<file path="src/rtl/press_repeater_pkg.sv">
// Shared types and constants for the press/auto-repeat event generator.
package press_repeater_pkg;

    typedef enum logic [1:0] {
        IDLE    = 2'd0,
        HOLD    = 2'd1,
        REPEAT  = 2'd2,
        LOCKOUT = 2'd3
    } state_t;

    localparam logic [7:0] REPEAT_CNT_MAX = 8'd255;

    function automatic logic [7:0] sat_inc(input logic [7:0] value);
        return (value == REPEAT_CNT_MAX) ? value : value + 8'd1;
    endfunction

endpackage

</file>
<file path="src/rtl/press_repeater_load_timer.sv">
// Loadable down-counter shared by the hold delay and the repeat period.
module load_timer #(
    parameter int unsigned TMR_W = 3
) (
    input  logic             clk,
    input  logic             reset,
    input  logic             load_i,
    input  logic [TMR_W-1:0] load_val_i,
    input  logic             dec_i,
    output logic             zero_o
);

    logic [TMR_W-1:0] cnt_q, cnt_d;

    // Stops at zero so a late expiry never wraps into a bogus long delay.
    always_comb begin
        cnt_d = cnt_q;
        if (load_i) begin
            cnt_d = load_val_i;
        end else if (dec_i && (cnt_q != '0)) begin
            cnt_d = cnt_q - TMR_W'(1);
        end
    end

    // NOTE: state registers use non-blocking assignments so every flop samples pre-edge values.
    always_ff @(posedge clk) begin
        if (reset) begin
            cnt_q <= '0;
        end else begin
            cnt_q <= cnt_d;
        end
    end

    assign zero_o = (cnt_q == '0);

endmodule

</file>
<file path="src/rtl/press_repeater.sv">
// Turns a debounced button level into press, auto-repeat and release events.
module press_repeater
    import press_repeater_pkg::*;
#(
    parameter int unsigned HOLD_CYCLES   = 50_000_000,
    parameter int unsigned REPEAT_CYCLES = 10_000_000,
    parameter int unsigned TMR_W         =
        $clog2((HOLD_CYCLES > REPEAT_CYCLES) ? HOLD_CYCLES : REPEAT_CYCLES)
) (
    input  logic       clk,
    input  logic       reset,
    input  logic       btn_i,
    input  logic       enable_i,
    output logic       press_o,
    output logic       repeat_pulse_o,
    output logic       step_o,
    output logic       release_o,
    output logic       held_o,
    output logic [7:0] repeat_count_o
);

    localparam logic [TMR_W-1:0] HOLD_LOAD   = TMR_W'(HOLD_CYCLES - 1);
    localparam logic [TMR_W-1:0] REPEAT_LOAD = TMR_W'(REPEAT_CYCLES - 1);

    state_t           state_q, state_d;
    logic             press_q, press_d;
    logic             rep_q, rep_d;
    logic             step_q;
    logic             rel_q, rel_d;
    logic             held_q;
    logic [7:0]       cnt_q, cnt_d;

    logic             tmr_load;
    logic [TMR_W-1:0] tmr_load_val;
    logic             tmr_dec;
    logic             tmr_zero;

    load_timer #(
        .TMR_W (TMR_W)
    ) u_timer (
        .clk        (clk),
        .reset      (reset),
        .load_i     (tmr_load),
        .load_val_i (tmr_load_val),
        .dec_i      (tmr_dec),
        .zero_o     (tmr_zero)
    );

    // NOTE: every always_comb output gets a default first, so no path can infer a latch.
    always_comb begin
        state_d      = state_q;
        press_d      = 1'b0;
        rep_d        = 1'b0;
        rel_d        = 1'b0;
        cnt_d        = cnt_q;
        tmr_load     = 1'b0;
        tmr_load_val = '0;
        tmr_dec      = 1'b0;

        unique case (state_q)
            IDLE: begin
                if (btn_i && enable_i) begin
                    state_d      = HOLD;
                    press_d      = 1'b1;
                    cnt_d        = 8'd0;
                    tmr_load     = 1'b1;
                    tmr_load_val = HOLD_LOAD;
                end else if (btn_i) begin
                    state_d = LOCKOUT;
                end
            end

            // Disable beats release, and release beats timer expiry.
            HOLD, REPEAT: begin
                tmr_dec = 1'b1;
                if (!enable_i) begin
                    state_d = LOCKOUT;
                end else if (!btn_i) begin
                    state_d = IDLE;
                    rel_d   = 1'b1;
                end else if (tmr_zero) begin
                    state_d      = REPEAT;
                    rep_d        = 1'b1;
                    cnt_d        = sat_inc(cnt_q);
                    tmr_load     = 1'b1;
                    tmr_load_val = REPEAT_LOAD;
                end
            end

            LOCKOUT: begin
                if (!btn_i) begin
                    state_d = IDLE;
                end
            end

            default: begin
                state_d = IDLE;
            end
        endcase
    end

    always_ff @(posedge clk) begin
        if (reset) begin
            state_q <= IDLE;
            press_q <= 1'b0;
            rep_q   <= 1'b0;
            step_q  <= 1'b0;
            rel_q   <= 1'b0;
            held_q  <= 1'b0;
            cnt_q   <= 8'd0;
        end else begin
            state_q <= state_d;
            press_q <= press_d;
            rep_q   <= rep_d;
            step_q  <= press_d | rep_d;
            rel_q   <= rel_d;
            held_q  <= (state_d == HOLD) || (state_d == REPEAT);
            cnt_q   <= cnt_d;
        end
    end

    assign press_o        = press_q;
    assign repeat_pulse_o = rep_q;
    assign step_o         = step_q;
    assign release_o      = rel_q;
    assign held_o         = held_q;
    assign repeat_count_o = cnt_q;

    a_no_press_and_repeat : assert property (@(posedge clk) disable iff (reset)
        !(press_q && rep_q));
    a_no_back_to_back_step : assert property (@(posedge clk) disable iff (reset)
        step_q |=> !step_q);

endmodule

</file>
<file path="config.mk">
export PLATFORM = sky130hd
export DESIGN_NAME = press_repeater
export DESIGN_NICKNAME = d
export VERILOG_FILES = /design/src/rtl/press_repeater_pkg.sv /design/src/rtl/press_repeater_load_timer.sv /design/src/rtl/press_repeater.sv
export SDC_FILE = /design/constraint.sdc
export NUM_CORES = 1
export LEC_CHECK = 0
export CORE_UTILIZATION = 46
export CTS_CLUSTER_SIZE = 24
export DETAILED_ROUTE_END_ITERATION = 10
export PLACE_DENSITY = 0.75
export RECOVER_POWER = 50
export SLEW_MARGIN = 20
export SYNTH_ARGS = -nofsm -noshare
export SYNTH_HDL_FRONTEND = slang
export SYNTH_SLANG_ARGS = --single-unit
</file>
<file path="constraint.sdc">
create_clock -name clk -period 2.9 [get_ports clk]
set_input_delay 0.58 -clock clk [delete_from_list [all_inputs] [get_ports clk]]
set_output_delay 0.58 -clock clk [all_outputs]
set_load 0.005 [all_outputs]
</file>
# Yosys cells after proc, flatten, opt, wreduce, memory -nomap -nowiden
# Cells that the tools add are included.
# totals
mem_count	0
ff_bits	41
input_bits	4
latchBits	0
mem_bits_rw	0
word_cells	64
rom_bits	0
# classes
n_addsub	2
muxes	29
n_lt_le_gt_ge	0
bitwise	3
eq_ne	11
shifts	0
div_mod_pow	0
reduce_logical	11
n_mul	0
# ops
op	count
26-bit 2-to-1 mux	3
24-bit 2-to-1 mux	3
26-bit one-hot mux with 2 select lines	1
8-bit 2-to-1 mux	5
26-bit zero test	1
26-bit nonzero test	1
26-bit by 1-bit subtractor with 26-bit output, second input constant	1
8-bit one-hot mux with 2 select lines	1
2-bit 2-to-1 mux	6
2-bit inequality test, second input constant	5
8-bit by 1-bit adder with 8-bit output, second input constant	1
8-bit == test, second input constant	1
1-bit 2-to-1 mux	8
2-bit == test, second input constant	3
2-bit one-hot mux with 3 select lines	1
6-bit AND reduction	1
2-bit by 1-bit == test with 1-bit output, second input constant	2
2-bit nonzero test	2
3-bit OR reduction	1
1-bit logical AND	2
2-bit zero test	1
1-bit NOT	2
1-bit one-hot mux with 2 select lines	1
2-bit OR reduction	1
other kinds (2)	2

# Depth between registers and ports, before layout
# depth
depth_word	7
depth_mapped	9

# By module
# From an unflattened synthesis, not the netlist that was laid out.
# hier_totals
cells_unflattened	296
area_unflattened_um2	2451.1
# by_module_without_submodules
module	area_per_inst_um2	cells_each	seq_area_each_um2	instances
load_timer	1654.1	201	520.5	1
press_repeater	797.0	95	300.3	1

# Worst setup path before layout
# OpenSTA, ideal clock, no wires.
# synth_path
kind	input port to flip-flop
from	input port btn_i
to	register u_timer.cnt_q[8]
path_stages	8
slack_ns	0.624
arrival_time_ns	2.144
setup_ns	0.132
path_cell_list	clkbuf_1 > and3b_1 > or4_1 > o31a_1 > buf_2 > nand4b_1 > xor2_1 > nor3_1
# synth_between
elab_chain_len	4
elab_cells_between_ends	10
cone_classes	mux: 8; reduce/logical: 2
# synth_lines
element	line_no	text
start, declared	press_repeater.sv:12	input logic btn_i,
24-bit 2-to-1 mux (tied with other cells)	press_repeater.sv:78	end else if (!btn_i) begin
24-bit 2-to-1 mux (tied with other cells)	press_repeater.sv:76	if (!enable_i) begin
26-bit one-hot mux with 2 select lines or 1-bit one-hot mux with 2 select lines (tied branches)	press_repeater.sv:60	unique case (state_q)
26-bit 2-to-1 mux or 2-bit nonzero test (tied branches)	--	
end signal, assigned	press_repeater_load_timer.sv:30	cnt_q <= cnt_d;
end, declared	press_repeater_load_timer.sv:13	logic [TMR_W-1:0] cnt_q, cnt_d;
# Several ways; a longest one is shown, not always the timed one.
# A chain may end at the register's enable or synchronous reset.

# Final worst setup path
# layout_path
from	register u_timer.cnt_q[5]
to	register u_timer.cnt_q[3]
# layout_between
elab_chain_len	6
elab_cells_between_ends	13
cone_classes	mux: 9; reduce/logical: 4
# layout_lines
element	line_no	text
26-bit zero test	press_repeater_load_timer.sv:34	assign zero_o = (cnt_q == '0);
24-bit 2-to-1 mux or 1-bit 2-to-1 mux (tied branches)	press_repeater.sv:81	end else if (tmr_zero) begin
24-bit 2-to-1 mux or 1-bit 2-to-1 mux (tied branches)	press_repeater.sv:78	
24-bit 2-to-1 mux or 1-bit 2-to-1 mux (tied branches)	press_repeater.sv:76	
26-bit one-hot mux with 2 select lines or 1-bit one-hot mux with 2 select lines (tied branches)	press_repeater.sv:60	
26-bit 2-to-1 mux or 2-bit nonzero test (tied branches)	--	
# Several ways; a longest one is shown, not always the timed one.

==> reports/qor.yml <==
critical_path:
  setup.worst_path.end_class: "flip-flop"
  crit_path_start_kind: "flip-flop"
  critical_path.cell_chain: "nor4_1 > nand4_1 > o21ai_1 > or4_1 > xor2_1 > a21oi_1"
  cp.depth: 6
  cp_data_arrival_time_ns: 2.72
  startpoint: "u_timer.cnt_q[5]"
  required_ns: 3.09
  cpMaxStageDelayCell: "nor4_1"
  critPathBufInv: 0
  critical_path_class: "flip-flop to flip-flop"
  cp_top_family: "simple AND/OR/NAND/NOR gates"
  r2r_cells: 6
  critical_path.max_fanout: 9
  r2r_start: "u_timer.cnt_q[5]"
  slowest_delay_ns: 0.71
yosys:
  synth.ff_latch_count: 41
  synthTopCellsByArea: "dfxtp_1 (38%), nor2_1 (6.2%), a21oi_1 (5.5%)"
  yosysTopAreaCellShare: 0.375
  synth_area_leader_cell: "dfxtp_1"
  ys_seq_area_frac: 0.375
  syn_avg_cell_area_um2: 8.04
  yosysWarnings: 0
  synth-edff-count: 0
  synth_flop_cell: "dfxtp_1"
  yosysMostFrequentCell: "dfxtp_1"
  synth.cell_area_mm2: 0.00219
  yosysUniqueCellTypes: 48
  synth_cells: 272
  ys_async_sr_fraction: 0
  synth_fp_nets: 280
  yosys-top-cells-count: "dfxtp_1 (41), nor2_1 (36), a21oi_1 (24)"
cells_and_area:
  diodes: 0
  post-route-util: 0.563
  layout-drive-gt1-share: 0.0884
  final_nets: 302
  synthToLayoutAreaGrowth_pct: 15.2
route:
  first_pass_iters: 6
  drtIter0Drc: 161
  drcViolationCount: 0
  vias: 2087
  wire_per_inst_um: 15.1
  vias_per_cell: 6.03
  routed_wirelength_um: 5220
  ant_nets: 0
timing:
  fmax_ghz: 0.395
  final_hold_viol_count: 0
  setup_viol: 0
  tightestPinTransition_ns: 0.788
  clock-skew-final_ns: 0.00913
  tns_ns: 0
  rsz0062_at_grt: "false"
  drv_slew: 0
  fin_crit_sh: 0.873
  post-route-min-period_ns: 2.53
  timing.final.ws_setup_ns: 0.367
  maxSlewHeadroom: 0.470
  holdWs_ns: 0.480
placement:
  port-buffer-count: 16
  post-place-ws_ns: 0.220
  dpl.hpwl_um: 3720
  globalplace.congestion: 0.951
pwr:
  power.total_mw: 1.84
  ir_drop_v: 0.000332
  powerDensity_mw_per_mm2: 732
  power.leakage_nw: 0.928
global_routing:
  use_met3: 0.0527
  antenna_found_initial: 0
  grtUsageMet2: 0.347
  grt.total_usage: 0.221
  grt_use_met1: 0.294
  grt_max_degree: 22
  grt_pass1_wl_um: 8620
  grt_remaining_overflow: 0
  first_global_vias: 1823
  busiest_layer: "met2"
clock_network:
  cts.htree.levels: 2
  cts_tree: "built"
  cts_made_buffers: 5
  numClockSinks: 41
  ctsHoldBuffers: 0
  cts_setup_buffers: 0
  clockBufferDepth: 2
  clk_pin_slew_ns: 0.08
  insertion_delay_ns: 0.31
  root_buffer: "clkbuf_8"
  cts-resized-gates: 0
floorplan:
  rows: 24
  start_util: 0.489
  io_pins: 17
  fp.dieW_um: 71.0
  die_h_um: 71.0
  dieArea_mm2: 0.00503
  core_area_mm2: 0.00447
worst_hold_path:
  worstHoldStart: "u_timer.cnt_q[22]"
  hold_depth: 2
  worst_hold_path_type: "flip-flop to flip-flop"
job:
  maxCapViolations: 0
outcome:
  status: "completed"
-- metal layers --
layer | part of all wire | vias up
li1 | - | 1033
met2 | 0.46 | 57
met3 | 0.054 | 10
met5 | 0 | -
met4 | 0.018 | 0
met1 | 0.46 | 987
-- cell usage in the layout (no fill, tap or decap), types with 2 or more instances in the layout --
cell type         n
nand4_1           8
dlygate4sd3_1    14
clkdlybuf4s50_1   2
nand2_1          20
nor4_1           11
a31oi_1           2
buf_4            10
xor2_1           10
inv_1             6
nand3_1           8
nand2b_1          2
or2_2             3
nor3_1           17
o21ai_0          13
o21ai_1           2
clkbuf_8          6
or3_1             6
nor4b_1           4
or4_1             5
ha_1              4
xnor2_1          13
dfxtp_1          41
and4_1            2
nor3_2            2
nor2_1           36
a21oi_1          24
-- metrics by stage --
step / cells / area [um2]
2_1_floorplan: 272 / 2190
3_3_place_gp: 339 / 2440
3_5_place_dp: 339 / 2440
4_1_cts: 346 / 2520
5_1_grt: 346 / 2520
6_report: 346 / 2520
-- report_power, final --
part / internal (mW) / total [mW] / switching (mW)
logic: 0.288 / 0.729 / 0.440
clock network: 0.189 / 0.386 / 0.197
registers: 0.643 / 0.728 / 0.0856
-- worst reg2reg max path, stage by stage, from the launching register on --
cell	delay (ns)
dfxtp_1	0.34
nor4_1	0.71
nand4_1	0.24
o21ai_1	0.68
or4_1	0.22
xor2_1	0.15
a21oi_1	0.08
-- worst paths after layout --
path	slack, ns	endpoint
setup / recovery	0.37	u_timer.cnt_q[3]
hold reg to reg	0.48	u_timer.cnt_q[22]
hold / removal	0.48	u_timer.cnt_q[22]
setup reg to reg	0.37	u_timer.cnt_q[3]
-- kinds of logic after synthesis --
family | share of synthesized area
simple gates | 0.332
compound gates | 0.140
flops | 0.375
xor+xnor | 0.0921
buf+inv | 0.0338
fa+ha+maj | 0.0229
mux | 0.00458
-- state kept, by name, indices dropped and copies added, names as in the netlist --
signal and count:
repeat_count_o 8, held_o 1, state_q 2, release_o 1
repeat_pulse_o 1, press_o 1, step_o 1, u_timer.cnt_q 26
-- area by class of cell --
class / instances / area (um2)
clock buffers: 7 / 86.3
fillers: 412 / 1960
inverters: 6 / 22.5
multi-input cells: 214 / 1290
flip-flops and latches: 41 / 821
well taps: 52 / 65.1
repair buffers: 26 / 235
Power figures use the tool's default switching activity.
